--- config.mk ---
export PLATFORM = sky130hd
export DESIGN_NAME = instr_fetch
export DESIGN_NICKNAME = d
export VERILOG_FILES = /design/src/rtl/isa_pkg.sv /design/src/rtl/instr_fetch.sv
export SDC_FILE = /design/constraint.sdc
export NUM_CORES = 1
export LEC_CHECK = 0
export CAP_MARGIN = 20
export CORE_MARGIN = 2
export CORE_UTILIZATION = 51
export CTS_CLUSTER_SIZE = 25
export DETAILED_ROUTE_END_ITERATION = 6
export PLACE_DENSITY = 0.85
export SYNTH_ARGS = -nofsm -noshare
export SYNTH_HDL_FRONTEND = slang
export SYNTH_SLANG_ARGS = --single-unit
--- constraint.sdc ---
create_clock -name Clock -period 5.6 [get_ports Clock]
set_clock_uncertainty 0.1 [all_clocks]
set_input_delay 0.84 -clock Clock [delete_from_list [all_inputs] [get_ports Clock]]
set_output_delay 0.84 -clock Clock [all_outputs]
set_load 0.01 [all_outputs]
--- src/rtl/isa_pkg.sv ---
// Shared ISA definitions: opcode encodings and the fetch-stage state type.
package isa_pkg;

    localparam int unsigned OPC_W = 4;

    localparam logic [OPC_W-1:0] OPC_MV   = 4'b0000;
    localparam logic [OPC_W-1:0] OPC_SD   = 4'b0001;
    localparam logic [OPC_W-1:0] OPC_MVNZ = 4'b0010;
    localparam logic [OPC_W-1:0] OPC_LD   = 4'b0011;
    localparam logic [OPC_W-1:0] OPC_MVI  = 4'b0100;
    localparam logic [OPC_W-1:0] OPC_ADD  = 4'b0101;
    localparam logic [OPC_W-1:0] OPC_SUB  = 4'b0110;
    localparam logic [OPC_W-1:0] OPC_OR   = 4'b0111;
    localparam logic [OPC_W-1:0] OPC_SLT  = 4'b1000;
    localparam logic [OPC_W-1:0] OPC_SLL  = 4'b1001;
    localparam logic [OPC_W-1:0] OPC_SRL  = 4'b1010;

    typedef enum logic [1:0] {
        S_FETCH = 2'd0,
        S_IMM   = 2'd1,
        S_HOLD  = 2'd2,
        S_HALT  = 2'd3
    } fetch_state_e;

    function automatic logic is_mvi(input logic [OPC_W-1:0] opc);
        return opc == OPC_MVI;
    endfunction

endpackage

--- src/rtl/instr_fetch.sv ---
// Fetch stage: walks the PC through the translation table, pairs MVI with its
// immediate word and hands one instruction per valid/ready handshake downstream.
module instr_fetch
    import isa_pkg::*;
#(
    parameter int ADDR_W   = 6,
    parameter int DATA_W   = 16,
    parameter int PROG_LEN = 38
) (
    input  logic              Clock,
    input  logic              Resetn,
    output logic [ADDR_W-1:0] fetch_addr,
    input  logic [DATA_W-1:0] fetch_data,
    output logic [DATA_W-1:0] instr,
    output logic [DATA_W-1:0] imm,
    output logic              has_imm,
    output logic [ADDR_W-1:0] instr_pc,
    output logic              instr_valid,
    input  logic              instr_ready,
    input  logic              redirect,
    input  logic [ADDR_W-1:0] redirect_pc,
    output logic              halted
);

    // One extra bit so PROG_LEN == 2**ADDR_W is still representable.
    localparam logic [ADDR_W:0] PROG_END = (ADDR_W + 1)'(PROG_LEN);

    fetch_state_e      state_q;
    logic [ADDR_W-1:0] pc_q;
    logic [DATA_W-1:0] instr_q;
    logic [DATA_W-1:0] imm_q;
    logic              has_imm_q;
    logic [ADDR_W-1:0] instr_pc_q;
    logic              valid_q;
    logic              halted_q;

    logic [ADDR_W-1:0] pc_d;
    logic              pc_end;
    logic              fetch_is_mvi;

    always_comb begin
        pc_d         = pc_q + 1'b1;
        pc_end       = {1'b0, pc_q} >= PROG_END;
        fetch_is_mvi = is_mvi(fetch_data[DATA_W-1 -: OPC_W]);
    end

    always_ff @(posedge Clock or negedge Resetn) begin
        if (!Resetn) begin
            state_q    <= S_FETCH;
            pc_q       <= '0;
            instr_q    <= '0;
            imm_q      <= '0;
            has_imm_q  <= 1'b0;
            instr_pc_q <= '0;
            valid_q    <= 1'b0;
            halted_q   <= 1'b0;
        end else if (redirect) begin
            // Any handshake in this cycle is treated as done; a pending MVI is dropped.
            pc_q     <= redirect_pc;
            valid_q  <= 1'b0;
            halted_q <= 1'b0;
            state_q  <= S_FETCH;
        end else begin
            case (state_q)
                S_FETCH: begin
                    if (pc_end) begin
                        halted_q <= 1'b1;
                        state_q  <= S_HALT;
                    end else begin
                        instr_q    <= fetch_data;
                        instr_pc_q <= pc_q;
                        pc_q       <= pc_d;
                        if (fetch_is_mvi) begin
                            state_q <= S_IMM;
                        end else begin
                            imm_q     <= '0;
                            has_imm_q <= 1'b0;
                            valid_q   <= 1'b1;
                            state_q   <= S_HOLD;
                        end
                    end
                end
                S_IMM: begin
                    // MVI in the last mapped word has no immediate to read.
                    if (pc_end) begin
                        imm_q     <= '0;
                        has_imm_q <= 1'b0;
                    end else begin
                        imm_q     <= fetch_data;
                        has_imm_q <= 1'b1;
                        pc_q      <= pc_d;
                    end
                    valid_q <= 1'b1;
                    state_q <= S_HOLD;
                end
                S_HOLD: begin
                    if (instr_ready) begin
                        valid_q <= 1'b0;
                        state_q <= S_FETCH;
                    end
                end
                S_HALT: begin
                    state_q <= S_HALT;
                end
                default: begin
                    state_q <= S_FETCH;
                end
            endcase
        end
    end

    assign fetch_addr  = pc_q;
    assign instr       = instr_q;
    assign imm         = imm_q;
    assign has_imm     = has_imm_q;
    assign instr_pc    = instr_pc_q;
    assign instr_valid = valid_q;
    assign halted      = halted_q;

endmodule

Word level (Yosys, flattened, before mapping). Cells that the tools add are included.

Div/mod/pow operators: 0. Reduce and logical (&&, ||, !) cells: 12. Bitwise operators: 2. Shifts and indexed selects: 0. Add/subtract/negate cells: 1. Mux-type cells: 24. Multipliers: 0. Order comparisons: 1. Eq/ne operators: 10.

Operator list (count): 2-to-1 mux 16 bit (3); one-hot mux 16 bit (2 select lines) (1); 2-to-1 mux 6 bit (3); 2-to-1 mux 1 bit (10); != test 3 bit, second input constant (3); 2-to-1 mux 2 bit (4); one-hot mux 2 bit (4 select lines) (1); AND reduction 4 bit (2); nonzero test 2 bit (4); adder 6 x 1 -> 6 bit, second input constant (1); >= comparator 6 bit, second input constant (1); != test 2 bit, second input constant (3); equality test 2 bit, second input constant (2); equality test 4 x 3 -> 1 bit, second input constant (1); AND reduction 2 bit (2); nonzero test 4 bit (1); one-hot mux 1 bit (3 select lines) (1); AND reduction 3 bit (1); equality test 2 x 1 -> 1 bit, second input constant (1); logical NOT 2 bit (1); NOT 1 bit (2); one-hot mux 1 bit (2 select lines) (1); OR reduction 2 bit (1).

Memories: 0. Bits in latches: 0. Bits of input ports: 26. Bits in registers: 49. Bits in writable memories: 0. Memory bits (read-only): 0.

Depth between registers and ports, before layout. Gate-level depths: netlist of the first run.

Depth in word-level cells: 5. Gate-level depth with buffers: 7. Gate-level depth less buffers: 5.

Worst setup path after synthesis of the first run. OpenSTA, ideal clock, no wires.

Path type: input-to-reg. Start: input port redirect. End: register instr_q[10] (netlist: instr[10]). Data required time: 5.375 ns. Arrival time: 2.021 ns. Path buffers: 2. Slack: 3.354 ns. Library setup time: 0.125 ns. Stages: 5. Path through: or2_1 -> or4_4 -> buf_6 -> buf_12 -> mux2_4.

Word-level cells in the longest chain between the ends: 2.

Ends and longest elaborated chain: start, declared (RTL line instr_fetch.sv:20) `input logic redirect,`; NOT 1 bit (no source line); AND reduction 3 bit (no source line); end signal, assigned (RTL line instr_fetch.sv:70) `instr_q <= fetch_data;`; end, declared (RTL line instr_fetch.sv:30) `logic [DATA_W-1:0] instr_q;`.

Every way passes these cells. A chain may end at the register's enable or synchronous reset.

Worst setup path after layout of the first run.
Start: input port redirect. End: register instr_q[15] (netlist: instr[15]).

Same word-level chain as after synthesis.

==> flow_summary.json, run 1 <==
{
  "fmax_mhz": 323,
  "track_usage_pct": 23.2,
  "core_sq_um": 4790,
  "cts_setup_buffers": 0,
  "ys_warn_count": 0,
  "fill_cells": 359,
  "grt_pass1_wl_um": 9980,
  "htreeDepth": 2,
  "hold_viol_final": 0,
  "max_stage_delay_ns": 0.76,
  "yosysSeqAreaShare_pct": 47.8,
  "reg2reg_slack_ns": 2.95,
  "rsz0062_at_grt": "no",
  "irDropWorstVdd_mv": 0.246,
  "die_height_um": 75.0,
  "cts_root_buffer": "clkbuf_8",
  "synthDistinctLibCells": 39,
  "instances_no_fill": 366,
  "async_flop_share_pct": 100,
  "fp.dieW_um": 75.0,
  "p_per_area_nw_per_um2": 444,
  "place_congestion": 0.805,
  "avgSynthCellArea_sq_um": 10.9,
  "fin_nets": 326,
  "grt_max_degree": 50,
  "hp-class": "input port to asynchronous set/reset pin",
  "synth.ff_latch_count": 49,
  "clkSinkCount": 49,
  "drcViolationCount": 0,
  "fin_crit_ns": 3.10,
  "cp_num_buf_inv": 1,
  "routedWlPerCell_um": 17.4,
  "antenna_left": 0,
  "synth-edff-count": 0,
  "holdBufCountCts": 0,
  "dieArea_sq_um": 5620,
  "synth_largest_area_cell": "dfrtp_1",
  "fp-row-count": 25,
  "place_hpwl_um": 3950,
  "postCtsResizedCells": 0,
  "critPathTopFamily": "simple AND/OR/NAND/NOR gates",
  "num_io_pins": 73,
  "diodes": 0,
  "dp_cells": 355,
  "crit_required_ns": 5.70,
  "crit_cells": 4,
  "slowest_stage": "or4_4",
  "drt_iter0_drc": 257,
  "synth_area_leaders": "dfrtp_1, mux2_4, a32oi_1",
  "cp-end-kind": "flop",
  "cp-start-kind": "input port",
  "syn_nets": 264,
  "antenna_found_initial": 0,
  "power.leakage_nw": 1.41,
  "cts.clk_slew.worst_paths_ns": 0.09,
  "cts_tree": "built",
  "layout-drive-gt1-share_pct": 11.7,
  "drv_cap": 0,
  "setup_tns_ns": 0,
  "vias_per_cell": 6.15,
  "numPortBuffers": 72,
  "dr_total_vias": 2250,
  "clock_latency_ns": 0.31,
  "synth_area_sq_um": 2570,
  "arrival_ns": 3.19,
  "ys.flop_type": "dfrtp_1",
  "slew_headroom_pct": 27.8,
  "status": "completed",
  "slew_violations": 0,
  "clock_path_buffers": 2,
  "critPathKind": "input port to flop",
  "yosys.cell_count.top_type": "dfrtp_1",
  "cts-buffers-inserted": 5,
  "setup_viol": 0,
  "rr_startpoint": "fetch_addr[0]",
  "r2r-end": "instr[15]",
  "overflow": 0,
  "worstPathCellList": "clkdlybuf4s50_1 -> or2_1 -> or4_4 -> mux2_1",
  "start_util_pct": 53.6,
  "grt_pass1_vias": 2045,
  "wl_um": 6360,
  "crit_fanout": 22,
  "dr.pass1.iters": 5,
  "syn_inst": 236,
  "fin_crit_sh_pct": 55.3,
  "synth_commonest_cells": "dfrtp_1, o21ai_0, mux2_4, nand3_1, nor2b_1",
  "synth_top_area_share_pct": 47.8,
  "timing_worst_slew_pin_value_ns": 1.08,
  "rr_worst_depth": 5,
  "area_growth_pct": 32.5
}
## how the worst max path moves through the flow
stage | start | to | slack [ns]
finish | redirect | instr[15] | 2.50
global route | redirect | instr[0] | 2.47
CTS | redirect | instr[15] | 2.54
detailed placement | redirect | instr[15] | 2.23
global placement | redirect | instr[0] | 2.26
floorplan | redirect | instr[10] | 3.35
## placed cells by master (no fill, tap or decap), drive strengths merged
master         count
a21oi              2
clkbuf             7
mux2              21
inv                7
or4                2
nor2b             19
dfrtp             49
nand4             17
clkdlybuf4s50     71
or2                1
nand3             19
nor3b              1
buf                6
a31oi              5
or3                1
o211ai             1
a211o              1
nor3               2
a221oi             1
o21ai             20
o31a               1
o211a              1
or4b               1
nor4               1
nor2               5
a41oi              2
o21a               3
ha                 2
o31ai              3
clkinv             2
nand2b             2
o32ai              1
a32oi             17
and3b              1
nand2              3
a41o               1
## layer usage
metal  up-vias  part of all wire, %  global-route usage, %
li1       1021                    -                      -
met1      1081                   42                   33.2
met2       135                   48                   35.3
met3        13                  8.2                   4.02
met4         0                  1.4                   8.93
met5         -                    0                      0
## report_power, final
part	leakage, nW	switching, W	internal (W)
clock	0.0542	0.000117	0.000112
sequential	0.570	0.000110	0.000488
combinational	0.789	0.000268	0.000414
total	1.41	0.000495	0.00101
## per-stage QoR
step	power, W	setup slack, ns	cell area (sq um)	hold WS, ns	utilization (%)
final	0.00151	2.50	3400	0.295	71.1
after global routing	0.00160	2.47	3400	0.310	71.1
after CTS	0.00150	2.54	3360	0.409	70.2
after detailed placement	0.00127	2.23	3260	0.382	68.1
after global placement	0.00125	2.26	3260	0.382	68.1
after floorplan	0.000922	3.35	2570	0.434	-
## final cells by class
type,count,area (sq um),area share [%]
flip-flops and latches,49,1230,36.1
inverters,8,30.0,0.883
repair buffers,77,769,22.6
multi-input cells,157,1190,35.0
well taps,67,83.8,2.47
clock buffers,7,96.3,2.83
clock inverters,1,5.00,0.147
## worst register-to-register path: stages (launching register included)
cell	delay [ns]
dfrtp_1	0.45
inv_1	0.09
ha_1	0.23
o211a_1	0.47
or4_4	0.82
mux2_1	0.39
## registers in the layout (all words and copies together) (netlist names)
register,flops
instr,16
has_imm,1
halted,1
instr_valid,1
instr_pc,6
state_q,2
imm,16
fetch_addr,6
## cell families (layout without fill, tap and decap cells)
logic type	count (synthesis)	after routing	synth area share, %
AOI/OAI and AO/OA	59	59	16.2
adders and majority gates	2	2	0.975
buffers and inverters	30	93	6.09
DFF	49	49	47.8
muxes	21	21	12.0
and+or+nand+nor	75	75	17.0
No activity file was read; power rests on OpenSTA's default activity.
==> run 2, diff against run 1 <==
CORE_UTILIZATION = 48   (was 51)
PLACE_DENSITY = 0.8   (was 0.85)
clock period = 3.2 ns   (was 5.6 ns; I/O delays follow)
==> run 2 against run 1 <==
- register-to-register slack lost 2.4 ns
- critical path type is now flop to flop
- highest routed layer unchanged
- final area grew 0.26%
- first-iteration DRC count shrank 8.2%
==> flow_summary.json, run 2 (synthesis results as in run 1) <==
{
  "status": "completed",
  "irDropWorstVdd_mv": 0.458,
  "clkSinkCount": 49,
  "holdBufCountCts": 0,
  "start_util_pct": 50.0,
  "switching_share_pct": 33.1,
  "pwr-share-comb_pct": 46.2,
  "drt_iter0_drc": 236,
  "cts_root_buffer": "clkbuf_8",
  "numPortBuffers": 72,
  "critPathKind": "flop to flop",
  "clock_latency_ns": 0.30,
  "cts.clk_slew.worst_paths_ns": 0.09,
  "p_int_w": 0.00174,
  "setup_tns_ns": 0,
  "place_congestion": 0.792,
  "layout-drive-gt1-share_pct": 11.9,
  "fin_nets": 330,
  "power.share.sequential_pct": 40.2,
  "wl_um": 6650,
  "arrival_ns": 2.69,
  "drv_cap": 0,
  "overflow": 0,
  "power.leakage_nw": 1.42,
  "cts_setup_buffers": 0,
  "worstPathCellList": "inv_1 -> ha_1 -> o211a_1 -> or4_4 -> mux2_1",
  "area_growth_pct": 32.8,
  "slew_headroom_pct": 38.5,
  "drcViolationCount": 0,
  "hold_viol_final": 0,
  "p_per_area_nw_per_um2": 763,
  "grt_max_degree": 50,
  "fin_worst_hold_slack_ns": 0.0399,
  "antenna_found_initial": 0,
  "cts-buffers-inserted": 5,
  "dr_total_vias": 2195,
  "vias_per_cell": 5.88,
  "crit_required_ns": 3.29,
  "layout_commonest_cell": "clkdlybuf4s50_1",
  "fp.dieW_um": 77.1,
  "cts_tree": "built",
  "postCtsResizedCells": 0,
  "max_stage_delay_ns": 0.81,
  "track_usage_pct": 22.8,
  "grt_pass1_vias": 2179,
  "dieArea_sq_um": 5950,
  "clock_path_buffers": 2,
  "clkPwrFrac_pct": 13.6,
  "slowest_stage": "or4_4",
  "fin_crit_sh_pct": 81.5,
  "final_cell_mix": "clkdlybuf4s50_1, dfrtp_1",
  "num_io_pins": 73,
  "fmax_mhz": 384,
  "crit_fanout": 22,
  "grt_pass1_wl_um": 11000,
  "fill_cells": 433,
  "dr.pass1.iters": 5,
  "die_height_um": 77.1,
  "power.switching_w": 0.000861,
  "fin_crit_ns": 2.61,
  "fp-row-count": 26,
  "timing_worst_slew_pin_value_ns": 0.919,
  "place_hpwl_um": 4320,
  "diodes": 0,
  "cp-start-kind": "flop",
  "rsz0062_at_grt": "no",
  "setup_viol": 0,
  "slew_violations": 0,
  "core_sq_um": 5140,
  "hp-class": "input port to asynchronous set/reset pin",
  "cp-end-kind": "flop",
  "routedWlPerCell_um": 17.8,
  "antenna_left": 0,
  "htreeDepth": 2
}
-- run 2: cell types whose count changed in the layout (fill, tap and decap cells not counted) --
cell and delta:
clkinv_2 -1, clkbuf_8 -2, buf_6 -1, clkbuf_1 +3
buf_4 +5
-- run 2: critical path, delay by kind of cell (launching register included) --
kind | cells | cell delay (ns)
AND/OR/NAND/NOR | 1 | 0.81
AO/OA/AOI/OAI | 1 | 0.45
multiplexers | 1 | 0.40
flip-flops | 1 | 0.43
adder cells (fa/ha/maj) | 1 | 0.21
buffers and inverters | 1 | 0.08
-- run 2: worst paths after layout --
kind | slack (ns) | start | endpoint | depth (start not counted)
worst min-delay path | 0.04 | Resetn | instr_pc[2] | 1
min in group Clock | 0.40 | instr[15] | instr[15] | 1
max in group asynchronous | 2.44 | Resetn | instr[9] | 2
worst min register to register | 0.40 | instr[15] | instr[15] | 1
worst max-delay path | 0.59 | fetch_addr[0] | instr[0] | 5
worst max register to register | 0.59 | fetch_addr[0] | instr[0] | 5
-- run 2: per-layer routing --
| layer | vias up | part of all wire (%) | track usage [%] |
|---|---|---|---|
| met2 | 101 | 47 | 35.0 |
| li1 | 1022 | - | - |
| met1 | 1067 | 44 | 32.9 |
| met4 | 0 | 0.86 | 5.89 |
| met3 | 5 | 7.4 | 4.94 |
| met5 | - | 0 | 0 |
-- run 2: cell type report --
class                      instances  area (sq um)  area share (%)
clock buffer                       8          80.1            2.35
inverter                           8          30.0           0.881
multi-input combinational        157          1190            34.9
sequential                        49          1230            36.0
tap                               70          87.6            2.57
timing repair buffer              81           796            23.3
-- run 2: power groups by stage --
stage	Clock (W)	Combinational [W]	Sequential [W]
3_5_place_dp	0	0.00120	0.00105
6_report	0.000353	0.00120	0.00105
5_1_grt	0.000389	0.00130	0.00108
2_1_floorplan	0	0.000494	0.00112
3_3_place_gp	0	0.00116	0.00105
4_1_cts	0.000363	0.00121	0.00105
-- run 2: stage by stage --
| step | setup slack, ns | cells | util, % | cell area [sq um] | power (W) |
|---|---|---|---|---|---|
| 2_1_floorplan | 0.989 | 236 | - | 2570 | 0.00161 |
| 3_3_place_gp | 0.691 | 363 | 64.2 | 3300 | 0.00220 |
| 3_5_place_dp | 0.617 | 363 | 64.2 | 3300 | 0.00225 |
| 4_1_cts | 0.602 | 371 | 65.8 | 3380 | 0.00261 |
| 5_1_grt | 0.492 | 373 | 66.3 | 3410 | 0.00277 |
| 6_report | 0.593 | 373 | 66.3 | 3410 | 0.00260 |
